[src/rtl/serial_demux.sv]
// Serial-to-parallel receiver: frames LSB-first bits behind a start marker and
// steers each completed word to one of NCH channels via one-hot valid/ready.
module serial_demux #(
    parameter int WIDTH = 8,
    parameter int NCH   = 2,
    localparam int SELW = $clog2(NCH)
) (
    input  logic             clk,
    input  logic             rst,
    input  logic             d,
    input  logic             d_valid,
    input  logic             start,
    input  logic [SELW-1:0]  sel,
    output logic [WIDTH-1:0] q,
    output logic [NCH-1:0]   q_valid,
    input  logic [NCH-1:0]   q_ready,
    output logic             busy,
    output logic             ovf,
    output logic             frame_err,
    input  logic             err_clr
);

    localparam int CW = $clog2(WIDTH);

    typedef enum logic {
        IDLE,
        SHIFT
    } state_t;

    state_t            state;
    state_t            state_nx;
    logic [WIDTH-1:0]  shreg;
    logic [CW-1:0]     cnt;
    logic [SELW-1:0]   sel_lat;

    logic              start_bit;
    logic              data_bit;
    logic              last_bit;
    logic              xfer;
    logic              hold_free;
    logic              sel_ok;
    logic              load;
    logic [NCH-1:0]    onehot;
    logic [WIDTH-1:0]  word;

    always_ff @(posedge clk or posedge rst) begin
        if (rst) state <= IDLE;
        else     state <= state_nx;
    end

    always_comb begin
        state_nx  = state;
        start_bit = d_valid && start;
        data_bit  = d_valid && !start && (state == SHIFT);
        last_bit  = data_bit && (cnt == CW'(WIDTH - 1));
        xfer      = |(q_valid & q_ready);
        hold_free = (q_valid == '0) || xfer;
        word      = shreg;
        word[WIDTH-1] = d;

        // Decoding through a loop doubles as the range check for sel_lat.
        onehot = '0;
        for (int k = 0; k < NCH; k++) begin
            if (sel_lat == SELW'(k)) onehot[k] = 1'b1;
        end
        sel_ok = |onehot;
        load   = last_bit && sel_ok && hold_free;

        case (state)
            IDLE:    if (start_bit) state_nx = SHIFT;
            SHIFT:   if (last_bit)  state_nx = IDLE;
            default: state_nx = IDLE;
        endcase
    end

    assign busy = (state == SHIFT);

    // A start always begins a fresh frame, even when it aborts one in flight.
    always_ff @(posedge clk or posedge rst) begin
        if (rst) begin
            shreg   <= '0;
            cnt     <= '0;
            sel_lat <= '0;
        end else if (start_bit) begin
            shreg[0] <= d;
            cnt      <= CW'(1);
            sel_lat  <= sel;
        end else if (data_bit) begin
            shreg[cnt] <= d;
            cnt        <= last_bit ? '0 : cnt + CW'(1);
        end
    end

    // Loading takes precedence over clearing so back-to-back words see no bubble.
    always_ff @(posedge clk or posedge rst) begin
        if (rst) begin
            q       <= '0;
            q_valid <= '0;
        end else if (load) begin
            q       <= word;
            q_valid <= onehot;
        end else if (xfer) begin
            q_valid <= '0;
        end
    end

    always_ff @(posedge clk or posedge rst) begin
        if (rst) begin
            ovf       <= 1'b0;
            frame_err <= 1'b0;
        end else begin
            if (last_bit && sel_ok && !hold_free) ovf <= 1'b1;
            else if (err_clr)                     ovf <= 1'b0;
            if ((start_bit && state == SHIFT) || (last_bit && !sel_ok)) frame_err <= 1'b1;
            else if (err_clr)                                           frame_err <= 1'b0;
        end
    end

endmodule
[config.mk]
export PLATFORM = sky130hd
export DESIGN_NAME = serial_demux
export DESIGN_NICKNAME = d
export VERILOG_FILES = /design/src/rtl/serial_demux.sv
export SDC_FILE = /design/constraint.sdc
export NUM_CORES = 1
export LEC_CHECK = 0
export CORE_MARGIN = 4
export CORE_UTILIZATION = 47
export DETAILED_ROUTE_END_ITERATION = 8
export GPL_ROUTABILITY_DRIVEN = 0
export GPL_TIMING_DRIVEN = 0
export PLACE_DENSITY_LB_ADDON = 0.2
export SLEW_MARGIN = 15
export SYNTH_ARGS = -nofsm -noshare
export SYNTH_HDL_FRONTEND = slang
export SYNTH_SLANG_ARGS = --single-unit
[constraint.sdc]
create_clock -name clk -period 1.9 [get_ports clk]
set_input_delay 0.38 -clock clk [delete_from_list [all_inputs] [get_ports clk]]
set_output_delay 0.38 -clock clk [all_outputs]
set_load 0.005 [all_outputs]
==> After elaboration in Yosys (flattened, before gate mapping) <==
Index checks and enable logic that the tools add are counted.
Widths: inputs -> output; s select.
{ "word_totals": {"reg_bits": 25, "output_inout_bits": 13, "elab_cells": 57} }
{ "classes": {"addsub": 1, "n_lt_le_gt_ge": 2, "eq_ne": 1, "n_mux": 18, "bitwise_logic": 3, "n_reduce_logical": 23} }
{ "op_table": {"columns": ["op", "count"], "rows": [
  ["$logic_and 1x1->1", 10],
  ["$mux 1", 10],
  ["$mux 3", 3],
  ["$bwmux 8", 1],
  ["$reduce_bool 2->1", 4],
  ["$lt 3x4->1 const B", 1],
  ["$mux 2", 2],
  ["$reduce_or 2->1", 2],
  ["$add 3x1->3 const B", 1],
  ["$demux 1 s3", 1],
  ["$eq 3x3->1 const B", 1],
  ["$ge 3x1->1 const B", 1],
  ["$logic_not 1->1", 3],
  ["$and 2x2->2", 1],
  ["$logic_not 2->1", 1],
  ["$logic_or 1x1->1", 2],
  ["$not 1->1", 2],
  ["$pmux 1 s2", 1],
  ["$reduce_and 2->1", 1]
]} }

==> Depth between registers and ports, before layout <==
{ "logic_depth": {"depth_word": 7, "depth_mapped": 5, "mapped_depth_nobuf": 5} }

==> Worst setup path after synthesis <==
No wires, ideal clock.
{ "synth_timing": {"kind": "register -> register", "startpoint": "reg cnt[1]", "endpoint": "reg q[7]", "arrival_time_ps": 1597, "required_time_ps": 1775, "path_slack_ps": 178, "path_stages_with_launch": 6, "n_path_buf": 0, "period_less_slack_ps": 1722, "cell_sequence": "dfrtp_1 > ha_1 > ha_1 > nand4b_4 > a31oi_4 > mux2_2"} }
{ "synth_between": {"elab_chain_len": 4} }
{ "synth_rtl": {"columns": ["item", "line", "rtl"], "rows": [
  ["from (decl)", "33", "logic [CW-1:0] cnt;"],
  ["from (signal assigned)", "90", "cnt <= last_bit ? '0 : cnt + CW'(1);"],
  ["$eq 3x3->1", "55", "last_bit = data_bit && (cnt == CW'(WIDTH - 1));"],
  ["$logic_and 1x1->1", "55", null],
  ["$logic_and 1x1->1 (2 in a row)", "67", "load = last_bit && sel_ok && hold_free;"],
  ["to (signal assigned)", "100", "q <= word;"],
  ["to (decl)", "14", "output logic [WIDTH-1:0] q,"]
]} }
No other way between the ends.
A chain may end at the register's enable or synchronous reset.

==> Worst setup path after layout <==
{ "layout_timing": {"startpoint": "reg cnt[0]", "endpoint": "reg q[6]"} }
The elaborated chain is that of the path after synthesis.

==> impl_metrics.env <==
export IMPL_tightest_slew_ps=877.9
export IMPL_fin_setup_tns_ps=0
export IMPL_setup_ws_ps=123.4
export IMPL_drv_cap=0
export IMPL_nNetsFinal=134
export IMPL_yosys_warnings=0
export IMPL_power_per_cell_area_nw_per_um2=907.0
export IMPL_utilization_pct=65.38
export IMPL_routed_wl_mm=2.085
export IMPL_cts_tree="done"
export IMPL_critPathKind="reg -> reg"
export IMPL_period_share_pct=93.50
export IMPL_fp_dieW_microns=56.87
export IMPL_worstPathMaxFanout=8
export IMPL_rsz0062_at_grt="no"
export IMPL_vias=809
export IMPL_cts_sinks=24
export IMPL_cp_slowest_cell="dfrtp_2"
export IMPL_end_kind="flop"
export IMPL_htree_levels=1
export IMPL_cts_clk_slew_worst_paths_ps=130
export IMPL_required_ps=2110
export IMPL_grt_start_max_net_pins=25
export IMPL_status="finished, final reports clean"
export IMPL_dp_slack_ps=-205.7
export IMPL_drive_gt1_share_pct=25.41
export IMPL_clockBufferDepth=2
export IMPL_drc=0
export IMPL_grt_pass1_wl_mm=3.698
export IMPL_min_path_type="reg -> reg"
export IMPL_antenna_found_initial=0
export IMPL_overflow=0
export IMPL_io_pins=22
export IMPL_post_route_min_period_ps=1777
export IMPL_startpoint_type="flop"
export IMPL_worstPathArrival_ps=1990
export IMPL_finalSetupViolCount=0
export IMPL_worstPathCellList="ha_1, ha_2, nand4b_4, a31oi_4, buf_12, mux2_2"
export IMPL_syn_cell_area_sq_um=1122
export IMPL_layout_common_cells="22 x dfrtp_1, 21 x clkdlybuf4s50_1, 16 x mux2_2"
export IMPL_dieArea_sq_um=3234
export IMPL_die_h_microns=56.87
export IMPL_finalPower_mw=1.324
export IMPL_avgViaCountPerCell=5.393
export IMPL_clkLatencyLatePin_ps=310
export IMPL_syn_to_final_growth_pct=30.10
export IMPL_slew_violations=0
export IMPL_core_rowCount=17
export IMPL_crit_path_max_incr_delay_ps=430
export IMPL_ctsHoldBuffers=0
export IMPL_finClkSkew_ps=2.045
export IMPL_ys_seq_area_share_pct=53.51
export IMPL_cp_top_family="flip-flops"
export IMPL_start_util_pct=50.25
export IMPL_wl_per_cell_microns=13.90
export IMPL_grt_pass1_vias=845
export IMPL_finalHoldViolCount=0
export IMPL_drt_initial_drc_count=7
export IMPL_cts_buffers=3
export IMPL_synth_cell_types=27
export IMPL_slew_headroom_pct=41.41
export IMPL_dr_pass1_iters=3
export IMPL_vdd_ir_drop_worst_mv=0.6598
export IMPL_hpwl_mm=1.536
export IMPL_synth_area_per_cell_sq_um=11.94
export IMPL_detail_route_antenna_nets=0
export IMPL_design_core_area_sq_um=2233
export IMPL_synth_nets=105
export IMPL_ys_ff_latch=24
export IMPL_numPortBuffers=21
export IMPL_fmax_ghz=0.5629
export IMPL_antenna_cells=0
export IMPL_path_buf_inv=1
export IMPL_grt_use_total_pct=14.64
export IMPL_p_leak_nw=0.6496
export IMPL_synth_cells=94
export IMPL_root_buffer="clkbuf_4"
export IMPL_layout_commonest_cell="dfrtp_1"
==> path summary, 6_finish.rpt <==
| path | cells past startpoint | start | slack, ps | to |
|---|---|---|---|---|
| max | 6 | cnt[0] | 120 | q[6] |
| min | 1 | shreg[2] | 520 | q[2] |
| max reg2reg | 6 | cnt[0] | 120 | q[6] |
| min reg2reg | 1 | shreg[2] | 520 | q[2] |
| max in group asynchronous | 2 | rst | 760 | cnt[0] |
| min in group asynchronous | 2 | rst | 550 | q_valid[1] |
==> Yosys cell counts <==
| cell | n | area [sq um] |
|---|---|---|
| dfrtp_1 | 24 | 600.6 |
| mux2_2 | 16 | 180.2 |
| inv_1 | 9 | 33.78 |
| nand2_1 | 7 | 26.28 |
| nand3_1 | 5 | 25.02 |
| nor3_1 | 4 | 20.02 |
| o21ai_0 | 4 | 20.02 |
| o22ai_1 | 3 | 18.77 |
| a21oi_1 | 2 | 10.01 |
| ha_1 | 2 | 25.02 |
| nor2_1 | 2 | 7.510 |
| a31oi_4 | 1 | 21.27 |
| and2_1 | 1 | 6.260 |
| and3_1 | 1 | 6.260 |
| and4bb_2 | 1 | 12.51 |
| buf_2 | 1 | 5.000 |
| buf_4 | 1 | 7.510 |
| nand4b_1 | 1 | 8.760 |
| nand4b_4 | 1 | 23.77 |
| nor2b_1 | 1 | 6.260 |
| nor3b_1 | 1 | 7.510 |
| nor4b_1 | 1 | 8.760 |
| o21a_1 | 1 | 7.510 |
| o221ai_1 | 1 | 8.760 |
| o22a_1 | 1 | 8.760 |
| o32a_1 | 1 | 10.01 |
| or2_1 | 1 | 6.260 |
==> layout make-up <==
class / instances / area [sq um]
Fill cell: 178 / 773.2
Sequential cell: 24 / 603.1
Multi-Input combinational cell: 59 / 478.0
Timing Repair Buffer: 24 / 245.2
Tap cell: 28 / 35.03
Inverter: 9 / 33.78
Clock inverter: 1 / 30.03
Clock buffer: 3 / 22.52
Buffer: 2 / 12.51
==> sequential cells by signal (all words and copies together) (netlist names) <==
register,cells
busy,1
q,8
q_valid,2
frame_err,1
sel_lat,1
cnt,3
shreg,7
ovf,1
==> repair_timing <==
action	in CTS	in global routing
buffers inserted	1	2
resized for setup	1	2
endpoints found under the setup margin	8	8
pin swaps	0	0
==> metal layers <==
metal | vias to the layer above | share of wire [%] | GRT usage [%]
met3 | 4 | 4.7 | 4.138
met2 | 17 | 49 | 23.43
met5 | - | 0 | 0
met4 | 0 | 1.0 | 6.623
li1 | 394 | - | -
met1 | 394 | 45 | 18.19
==> through the flow <==
step | instance area (sq um) | hold WS, ps | instances
after floorplan | 1122 | 394.6 | 94
after global placement | 1368 | 485.0 | 143
after detailed placement | 1368 | 495.5 | 143
after CTS | 1441 | 525.1 | 148
after global routing | 1460 | 542.6 | 150
final | 1460 | 519.1 | 150
==> kinds of logic (layout without fill, tap and decap cells) <==
kind of cell / count (synthesis) / after routing / synth area share (%)
and+or+nand+nor: 27 / 27 / 14.72
AOI/OAI and AO/OA: 14 / 14 / 9.365
DFF: 24 / 24 / 53.51
adders and majority gates: 2 / 2 / 2.229
buffers and inverters: 11 / 39 / 4.124
muxes: 16 / 16 / 16.05
==> where the power goes <==
group / total, mW / internal (mW) / switching (mW)
Combinational: 0.284 / 0.180 / 0.104
Sequential: 0.680 / 0.614 / 0.0658
Clock: 0.361 / 0.213 / 0.148
Power figures use the tool's default switching activity.
